File: src/rtl/multi_cycle_ctrl.sv
// multi_cycle_ctrl: main control FSM of the RISC_PROC multi-cycle core.
// Sequences the shared datapath through FETCH/DECODE/EXEC/MEM/WB. The opcode,
// function and shift-direction fields are latched on the DECODE edge, so the
// EXEC/MEM/WB controls are immune to later opcode changes. DECODE itself reacts
// to the live opcode, which is valid in the cycle after the IR write.
// Optional feature: define MULTI_CYCLE_CTRL_RETIRE_CNT_EN to add the 32-bit
// instRetired counter output.
module multi_cycle_ctrl #(
   parameter bit IDLE_ON_HALT = 1'b0
) (
   input  logic       clk,
   input  logic       resetN,
   input  logic       run,
   input  logic [3:0] opcode,
   input  logic [2:0] funcIn,
   input  logic       shiftDirIn,
   input  logic       zero,
   input  logic       memReady,
   output logic [2:0] aluOp,
   output logic [2:0] func,
   output logic       shiftDirection,
   output logic       aluSrcA,
   output logic [1:0] aluSrcB,
   output logic       pcWrite,
   output logic       irWrite,
   output logic       memRead,
   output logic       memWrite,
   output logic       regWrite,
   output logic       iorD,
   output logic       regDst,
   output logic       memToReg,
   output logic [1:0] pcSrc,
   output logic       busy,
   output logic       illegal
`ifdef MULTI_CYCLE_CTRL_RETIRE_CNT_EN
   ,
   output logic [31:0] instRetired
`endif
);

   typedef enum logic [2:0] {
      S_IDLE,
      S_FETCH,
      S_DECODE,
      S_EXEC,
      S_MEM,
      S_WB,
      S_HALT
   } state_e;

   localparam logic [3:0] OP_R     = 4'h0;
   localparam logic [3:0] OP_ADDI  = 4'h1;
   localparam logic [3:0] OP_SHIFT = 4'h2;
   localparam logic [3:0] OP_LW    = 4'h3;
   localparam logic [3:0] OP_SW    = 4'h4;
   localparam logic [3:0] OP_BEQ   = 4'h5;
   localparam logic [3:0] OP_SLTI  = 4'h6;
   localparam logic [3:0] OP_JMP   = 4'h7;
   localparam logic [3:0] OP_HALT  = 4'hF;

   localparam logic [2:0] ALU_ADD   = 3'd0;
   localparam logic [2:0] ALU_SUB   = 3'd1;
   localparam logic [2:0] ALU_FUNC  = 3'd2;
   localparam logic [2:0] ALU_SHIFT = 3'd3;
   localparam logic [2:0] ALU_CMP   = 3'd4;

   state_e     state_q, state_d;
   logic [3:0] opcode_q, opcode_d;
   logic [2:0] func_q, func_d;
   logic       shift_dir_q, shift_dir_d;

   // 8..E are unassigned; F is HALT and handled separately.
   logic       op_illegal;
   assign op_illegal = opcode[3] && (opcode != OP_HALT);

   // State register and latched instruction fields
   always_ff @(posedge clk or negedge resetN) begin
      // NOTE: sequential state uses non-blocking (<=) so every flop samples pre-edge values.
      if (!resetN) begin
         state_q     <= S_IDLE;
         opcode_q    <= 4'h0;
         func_q      <= 3'd0;
         shift_dir_q <= 1'b0;
      end else begin
         state_q     <= state_d;
         opcode_q    <= opcode_d;
         func_q      <= func_d;
         shift_dir_q <= shift_dir_d;
      end
   end

   // Next-state logic and field capture in DECODE
   always_comb begin
      // NOTE: hold-value defaults first; any path that skips an assignment would infer a latch.
      state_d     = state_q;
      opcode_d    = opcode_q;
      func_d      = func_q;
      shift_dir_d = shift_dir_q;
      case (state_q)
         S_IDLE:   if (run) state_d = S_FETCH;
         S_FETCH:  if (memReady) state_d = S_DECODE;
         S_DECODE: begin
            opcode_d    = opcode;
            func_d      = funcIn;
            shift_dir_d = shiftDirIn;
            if (opcode == OP_JMP || op_illegal) state_d = S_FETCH;
            else if (opcode == OP_HALT)         state_d = S_HALT;
            else                                state_d = S_EXEC;
         end
         S_EXEC: begin
            if (opcode_q == OP_BEQ)                         state_d = S_FETCH;
            else if (opcode_q == OP_LW || opcode_q == OP_SW) state_d = S_MEM;
            else                                            state_d = S_WB;
         end
         S_MEM: begin
            if (memReady) state_d = (opcode_q == OP_SW) ? S_FETCH : S_WB;
         end
         S_WB:     state_d = S_FETCH;
         S_HALT:   state_d = IDLE_ON_HALT ? S_IDLE : S_HALT;
         default:  state_d = S_IDLE;
      endcase
   end

   // Moore-style datapath controls, qualified by memReady/zero where defined
   always_comb begin
      aluOp          = ALU_ADD;
      func           = 3'd0;
      shiftDirection = 1'b0;
      aluSrcA        = 1'b0;
      aluSrcB        = 2'd0;
      pcWrite        = 1'b0;
      irWrite        = 1'b0;
      memRead        = 1'b0;
      memWrite       = 1'b0;
      regWrite       = 1'b0;
      iorD           = 1'b0;
      regDst         = 1'b0;
      memToReg       = 1'b0;
      pcSrc          = 2'd0;
      busy           = 1'b0;
      illegal        = 1'b0;
      if (state_q != S_IDLE && state_q != S_HALT) begin
         busy           = 1'b1;
         func           = func_q;
         shiftDirection = shift_dir_q;
      end
      case (state_q)
         S_FETCH: begin
            memRead = 1'b1;
            aluSrcB = 2'd2;
            irWrite = memReady;
            pcWrite = memReady;
         end
         S_DECODE: begin
            if (opcode == OP_JMP) begin
               pcWrite = 1'b1;
               pcSrc   = 2'd2;
            end
            illegal = op_illegal;
         end
         S_EXEC: begin
            aluSrcA = 1'b1;
            aluSrcB = (opcode_q == OP_R || opcode_q == OP_SHIFT) ? 2'd0 : 2'd1;
            case (opcode_q)
               OP_R:     aluOp = ALU_FUNC;
               OP_SHIFT: aluOp = ALU_SHIFT;
               OP_BEQ:   aluOp = ALU_SUB;
               OP_SLTI:  aluOp = ALU_CMP;
               default:  aluOp = ALU_ADD;
            endcase
            if (opcode_q == OP_BEQ) begin
               pcWrite = zero;
               pcSrc   = 2'd1;
            end
         end
         S_MEM: begin
            iorD     = 1'b1;
            memRead  = (opcode_q == OP_LW);
            memWrite = (opcode_q == OP_SW);
         end
         S_WB: begin
            regWrite = 1'b1;
            regDst   = (opcode_q == OP_R || opcode_q == OP_SHIFT);
            memToReg = (opcode_q == OP_LW);
         end
         default: ;
      endcase
   end

`ifdef MULTI_CYCLE_CTRL_RETIRE_CNT_EN
   logic        retire;
   logic [31:0] retired_q, retired_d;

   // Flag the final-state exit of each instruction (HALT never retires)
   always_comb begin
      retire = 1'b0;
      case (state_q)
         S_DECODE: retire = (opcode == OP_JMP) || op_illegal;
         S_EXEC:   retire = (opcode_q == OP_BEQ);
         S_MEM:    retire = memReady && (opcode_q == OP_SW);
         S_WB:     retire = 1'b1;
         default:  retire = 1'b0;
      endcase
      retired_d = retire ? retired_q + 32'd1 : retired_q;
   end

   // Retired-instruction counter, wraps at 2^32
   always_ff @(posedge clk or negedge resetN) begin
      if (!resetN) retired_q <= 32'd0;
      else         retired_q <= retired_d;
   end

   assign instRetired = retired_q;
`endif

endmodule

File: config.mk
export PLATFORM = sky130hd
export DESIGN_NAME = multi_cycle_ctrl
export DESIGN_NICKNAME = d
export VERILOG_FILES = /design/src/rtl/multi_cycle_ctrl.sv
export SDC_FILE = /design/constraint.sdc
export NUM_CORES = 1
export LEC_CHECK = 0
export ABC_AREA = 1
export ABC_CLOCK_PERIOD_IN_PS = 1400
export CAP_MARGIN = 20
export CORE_MARGIN = 3
export CORE_UTILIZATION = 40
export DETAILED_ROUTE_END_ITERATION = 7
export GPL_TIMING_DRIVEN = 1
export HOLD_SLACK_MARGIN = 0.06
export MAX_ROUTING_LAYER = met4
export PLACE_DENSITY = 0.87
export SETUP_SLACK_MARGIN = 0.15
export SLEW_MARGIN = 20
export SYNTH_ARGS = -nofsm -noshare
export SYNTH_HDL_FRONTEND = slang
export SYNTH_SLANG_ARGS = --single-unit
File: constraint.sdc
create_clock -name clk -period 1.4 [get_ports clk]
set_clock_uncertainty 0.05 [all_clocks]
set_input_delay 0.14 -clock clk [delete_from_list [all_inputs] [get_ports clk]]
set_output_delay 0.14 -clock clk [all_outputs]
set_load 0.05 [all_outputs]
==> results.py, run 1 <==
metrics = {
    "synth": {
        "synthArstFlopShare": 1.00,
        "synth_most_common_cell": "nand2_1",
        "yosysWarnings": 0,
        "synth.top_cells.by_area": "dfrtp_1 (37%), nand2_1 (18%), nor2_1 (8.5%)",
        "synth.avg_cell_area_um2": 6.49,
        "synth_nets": 129,
        "ys_ff_latch": 11,
        "syn-cell-area_um2": 753,
        "synthTopCellsByCount": "nand2_1 (36), nor2_1 (17), inv_1 (14), dfrtp_1 (11)",
        "yosysTopAreaCell": "dfrtp_1",
        "synthFlopType": "dfrtp_1",
        "yosysTopAreaCellShare": 0.365,
        "synth_edf_count": 0,
        "synthesis.instances": 116,
        "yosysUniqueCellTypes": 20,
        "seq_area_frac_synth": 0.365,
    },
    "status": {
        "stop_stage": "4_1_cts",
        "status": "did not finish",
        "error": "[ERROR DPL-0038] Utilization greater than 100%, impossible to legalize",
    },
    "floorplan": {
        "io_pins": 35,
        "num_rows": 15,
        "start_util": 0.432,
        "chipWidth_um": 49.4,
        "die_h_um": 49.4,
    },
    "clocking": {
        "cts_htree_levels": 1,
        "cts_buffer_depth": 2,
        "cts_sinks": 11,
        "cts_buffers": 3,
        "postCtsSetupRepairBufs": 17,
        "cts_resized": 45,
        "cts_hold_buf": 0,
        "cts_root_buf": "clkbuf_4",
    },
    "placement": {
        "place_area_um2": 1570,
        "dp_hpwl_mm": 2.39,
        "io_buffers": 34,
        "gp_congestion": 0.841,
    },
}
kinds of logic after synthesis:
| logic type | count (synthesis) | synth area share |
|---|---|---|
| buf+inv | 21 | 0.106 |
| simple gates | 73 | 0.435 |
| compound gates | 11 | 0.0930 |
| flops | 11 | 0.365 |
metrics by stage:
step,setup TNS (ns),setup WS [ns],cells,utilization
floorplan,-2.93,-0.609,116,-
global placement,-0.540,-0.308,190,0.898
detailed placement,-0.819,-0.372,190,0.898
==> run 2, diff against run 1 <==
--- a/config.mk
+++ b/config.mk
@@ -8,14 +8,11 @@
 export ABC_AREA = 1
 export ABC_CLOCK_PERIOD_IN_PS = 1400
 export CAP_MARGIN = 20
-export CORE_MARGIN = 3
-export CORE_UTILIZATION = 40
+export CORE_AREA = 3 3 64 66
 export DETAILED_ROUTE_END_ITERATION = 7
+export DIE_AREA = 0 0 67 69
 export GPL_TIMING_DRIVEN = 1
-export HOLD_SLACK_MARGIN = 0.06
-export MAX_ROUTING_LAYER = met4
-export PLACE_DENSITY = 0.87
-export SETUP_SLACK_MARGIN = 0.15
+export PLACE_DENSITY_LB_ADDON = 0.15
 export SLEW_MARGIN = 20
 export SYNTH_ARGS = -nofsm -noshare
 export SYNTH_HDL_FRONTEND = slang
==> run 2 against run 1 <==
  * Synthesized cell count is the same
  * The flow now finishes, with violations (negative setup slack)
  * Area after synthesis unchanged
==> results.py, run 2 <==
metrics = {
    "status": {
        "status": "complete, but fails checks",
        "violations": "negative setup slack",
    },
    "setup_path": {
        "rrSetupSlack_ns": 0,
        "path_buf_inv": 3,
        "cp.required_ns": 1.21,
        "endpoint": "pcWrite",
        "cp_top_family": "simple AND/OR/NAND/NOR gates",
        "slowest_delay_ns": 0.39,
        "r2r-end": "state_q[2]",
        "endpoint_kind": "output pin",
        "crit_top_cell": "nor2_4",
        "critPathLaunchType": "flop",
        "worst_ep_arrival_time_ns": 1.45,
        "timing.rr.start": "state_q[1]",
        "r2r.worst_path.cells": 7,
        "crit_fanout": 4,
        "cpMaxStageDelayCell": "dfrtp_1",
        "crit_start": "state_q[0]",
        "path_depth": 8,
        "cp_cell_sequence": "buf_6, nand2_4, nor2_4, inv_4, nor2_4, nand2_1, nand3b_1, buf_12",
        "critPathKind": "flop to output pin",
    },
    "floorplan": {
        "core_area_um2": 3630,
        "chipWidth_um": 67,
        "start_util": 0.207,
        "io_pins": 35,
        "num_rows": 22,
        "die_h_um": 69,
        "die-area_um2": 4620,
    },
    "global_routing": {
        "gr-total-overflow": 0,
        "track_usage": 0.114,
        "first_global_vias": 1006,
        "antenna_found_initial": 0,
        "grt_max_degree": 16,
        "grt_pass1_wl_mm": 4.17,
    },
    "route": {
        "final_antenna_net_count": 0,
        "routedWlPerCell_um": 11.3,
        "drc": 0,
        "viasPerCell": 4.15,
        "drt_iter0_drc": 36,
        "vias": 958,
        "wirelength_mm": 2.61,
        "dr.pass1.iters": 4,
    },
    "clocking": {
        "cts_hold_buf": 0,
        "cts_htree_levels": 1,
        "cts_buffers": 3,
        "cts_buffer_depth": 2,
        "cts_sinks": 11,
        "cts_root_buf": "clkbuf_8",
        "clk_pin_slew_ns": 0.05,
        "clock_latency_ns": 0.23,
        "cts_tree": "done",
    },
    "final_layout": {
        "layout.nets": 197,
        "top_regs": "opcode_q (4), func_q (3), state_q (3)",
        "top_register": "opcode_q",
        "most-common-layout-cells": "nand2_1 (25), buf_12 (23), buf_4 (23)",
        "final_common_cell": "nand2_1",
        "area.growth.synth_to_final_pct": 150,
        "fin_area_um2": 1880,
        "drive_above_1_share": 0.601,
        "antenna_cells": 0,
        "largest_reg_flops": 4,
    },
    "synth": {
        "yosysTopAreaCell": "dfrtp_1",
        "synthArstFlopShare": 1.00,
        "synthFlopType": "dfrtp_1",
        "synth_nets": 129,
        "synth.avg_cell_area_um2": 6.49,
        "synth.top_cells.by_area": "dfrtp_1 (37%), nand2_1 (18%), nor2_1 (8.5%)",
        "yosysUniqueCellTypes": 20,
        "synthesis.instances": 116,
        "ys_ff_latch": 11,
        "yosysWarnings": 0,
        "seq_area_frac_synth": 0.365,
        "syn-cell-area_um2": 753,
        "yosysTopAreaCellShare": 0.365,
        "synthTopCellsByCount": "nand2_1 (36), nor2_1 (17), inv_1 (14), dfrtp_1 (11)",
        "synth_most_common_cell": "nand2_1",
        "synth_edf_count": 0,
    },
    "placement": {
        "gp_congestion": 0.869,
        "io_buffers": 34,
        "dp_hpwl_mm": 1.97,
        "pre_cts_ws_ns": -0.299,
        "place_area_um2": 1610,
    },
    "timing": {
        "period_minus_slack_ns": 1.64,
        "slew_headroom": 0.673,
        "rsz0062_at_grt": "yes",
        "fin_crit_sh": 1.17,
        "worst_pin_slew_ns": 0.488,
        "timing.fmax_ghz": 0.610,
        "hold_viol_final": 0,
        "fin_tns_setup_ns": -3.41,
        "fin_hold_ws_ns": 0.192,
        "setup_violations": 21,
        "maxSlewViolCount": 0,
        "worst_slack_ns": -0.240,
    },
    "pwr": {
        "cellPowerDensity_nw_per_um2": 2350,
        "vdd_drop_max_mv": 1.39,
        "p_leak_nw": 0.827,
    },
    "hold_path": {
        "hold_class": "primary input to async pin",
    },
    "flow_run": {
        "drv_cap": 0,
    },
}
run 2: cell counts after synthesis:
Identical to the previous run, type by type.
run 2: power breakdown:
group,internal (mW),leakage (nW),total (mW),switching (mW)
Combinational,1.60,0.671,3.50,1.90
Clock,0.199,0.0228,0.305,0.106
Sequential,0.474,0.133,0.618,0.144
Total,2.27,0.827,4.42,2.15
run 2: layer usage:
layer	routed length, um	global-route usage
met5	0	0
met2	1350	0.203
met1	1030	0.127
met3	140	0.0212
met4	91	0.0495
run 2: how the worst min path moves through the flow:
stage                  endpoint  slack [ns]
finish                func_q[2]        0.19
global placement      func_q[2]        0.44
floorplan             func_q[0]       -0.21
detailed placement  opcode_q[3]        0.44
CTS                   func_q[2]        0.20
global route         state_q[1]        0.23
run 2: area by class of cell:
type,instances,area (um2)
tap,48,60.1
clock buffer,4,45.0
fill,347,1750
sequential,11,278
inverter,20,95.1
multi-input combinational,84,589
timing repair buffer,64,817
run 2: cells by family after synthesis:
logic type	after synthesis	synth area share
compound gates	11	0.0930
flops	11	0.365
simple gates	73	0.435
buf+inv	21	0.106
run 2: through the flow:
step | utilization | std cells | power, mW
floorplan | - | 116 | 2.12
global placement | 0.443 | 219 | 3.51
detailed placement | 0.443 | 219 | 3.52
CTS | 0.498 | 230 | 4.21
global route | 0.519 | 231 | 4.72
finish | 0.519 | 231 | 4.42
run 2: timing repair:
item,4_1_cts,5_1_grt
gates cloned,0,0
setup endpoints to repair,22,25
pin swaps,11,6
setup buffers,7,3
gates resized for setup,37,17
Note: power is estimated with default switching activity, not from simulation.
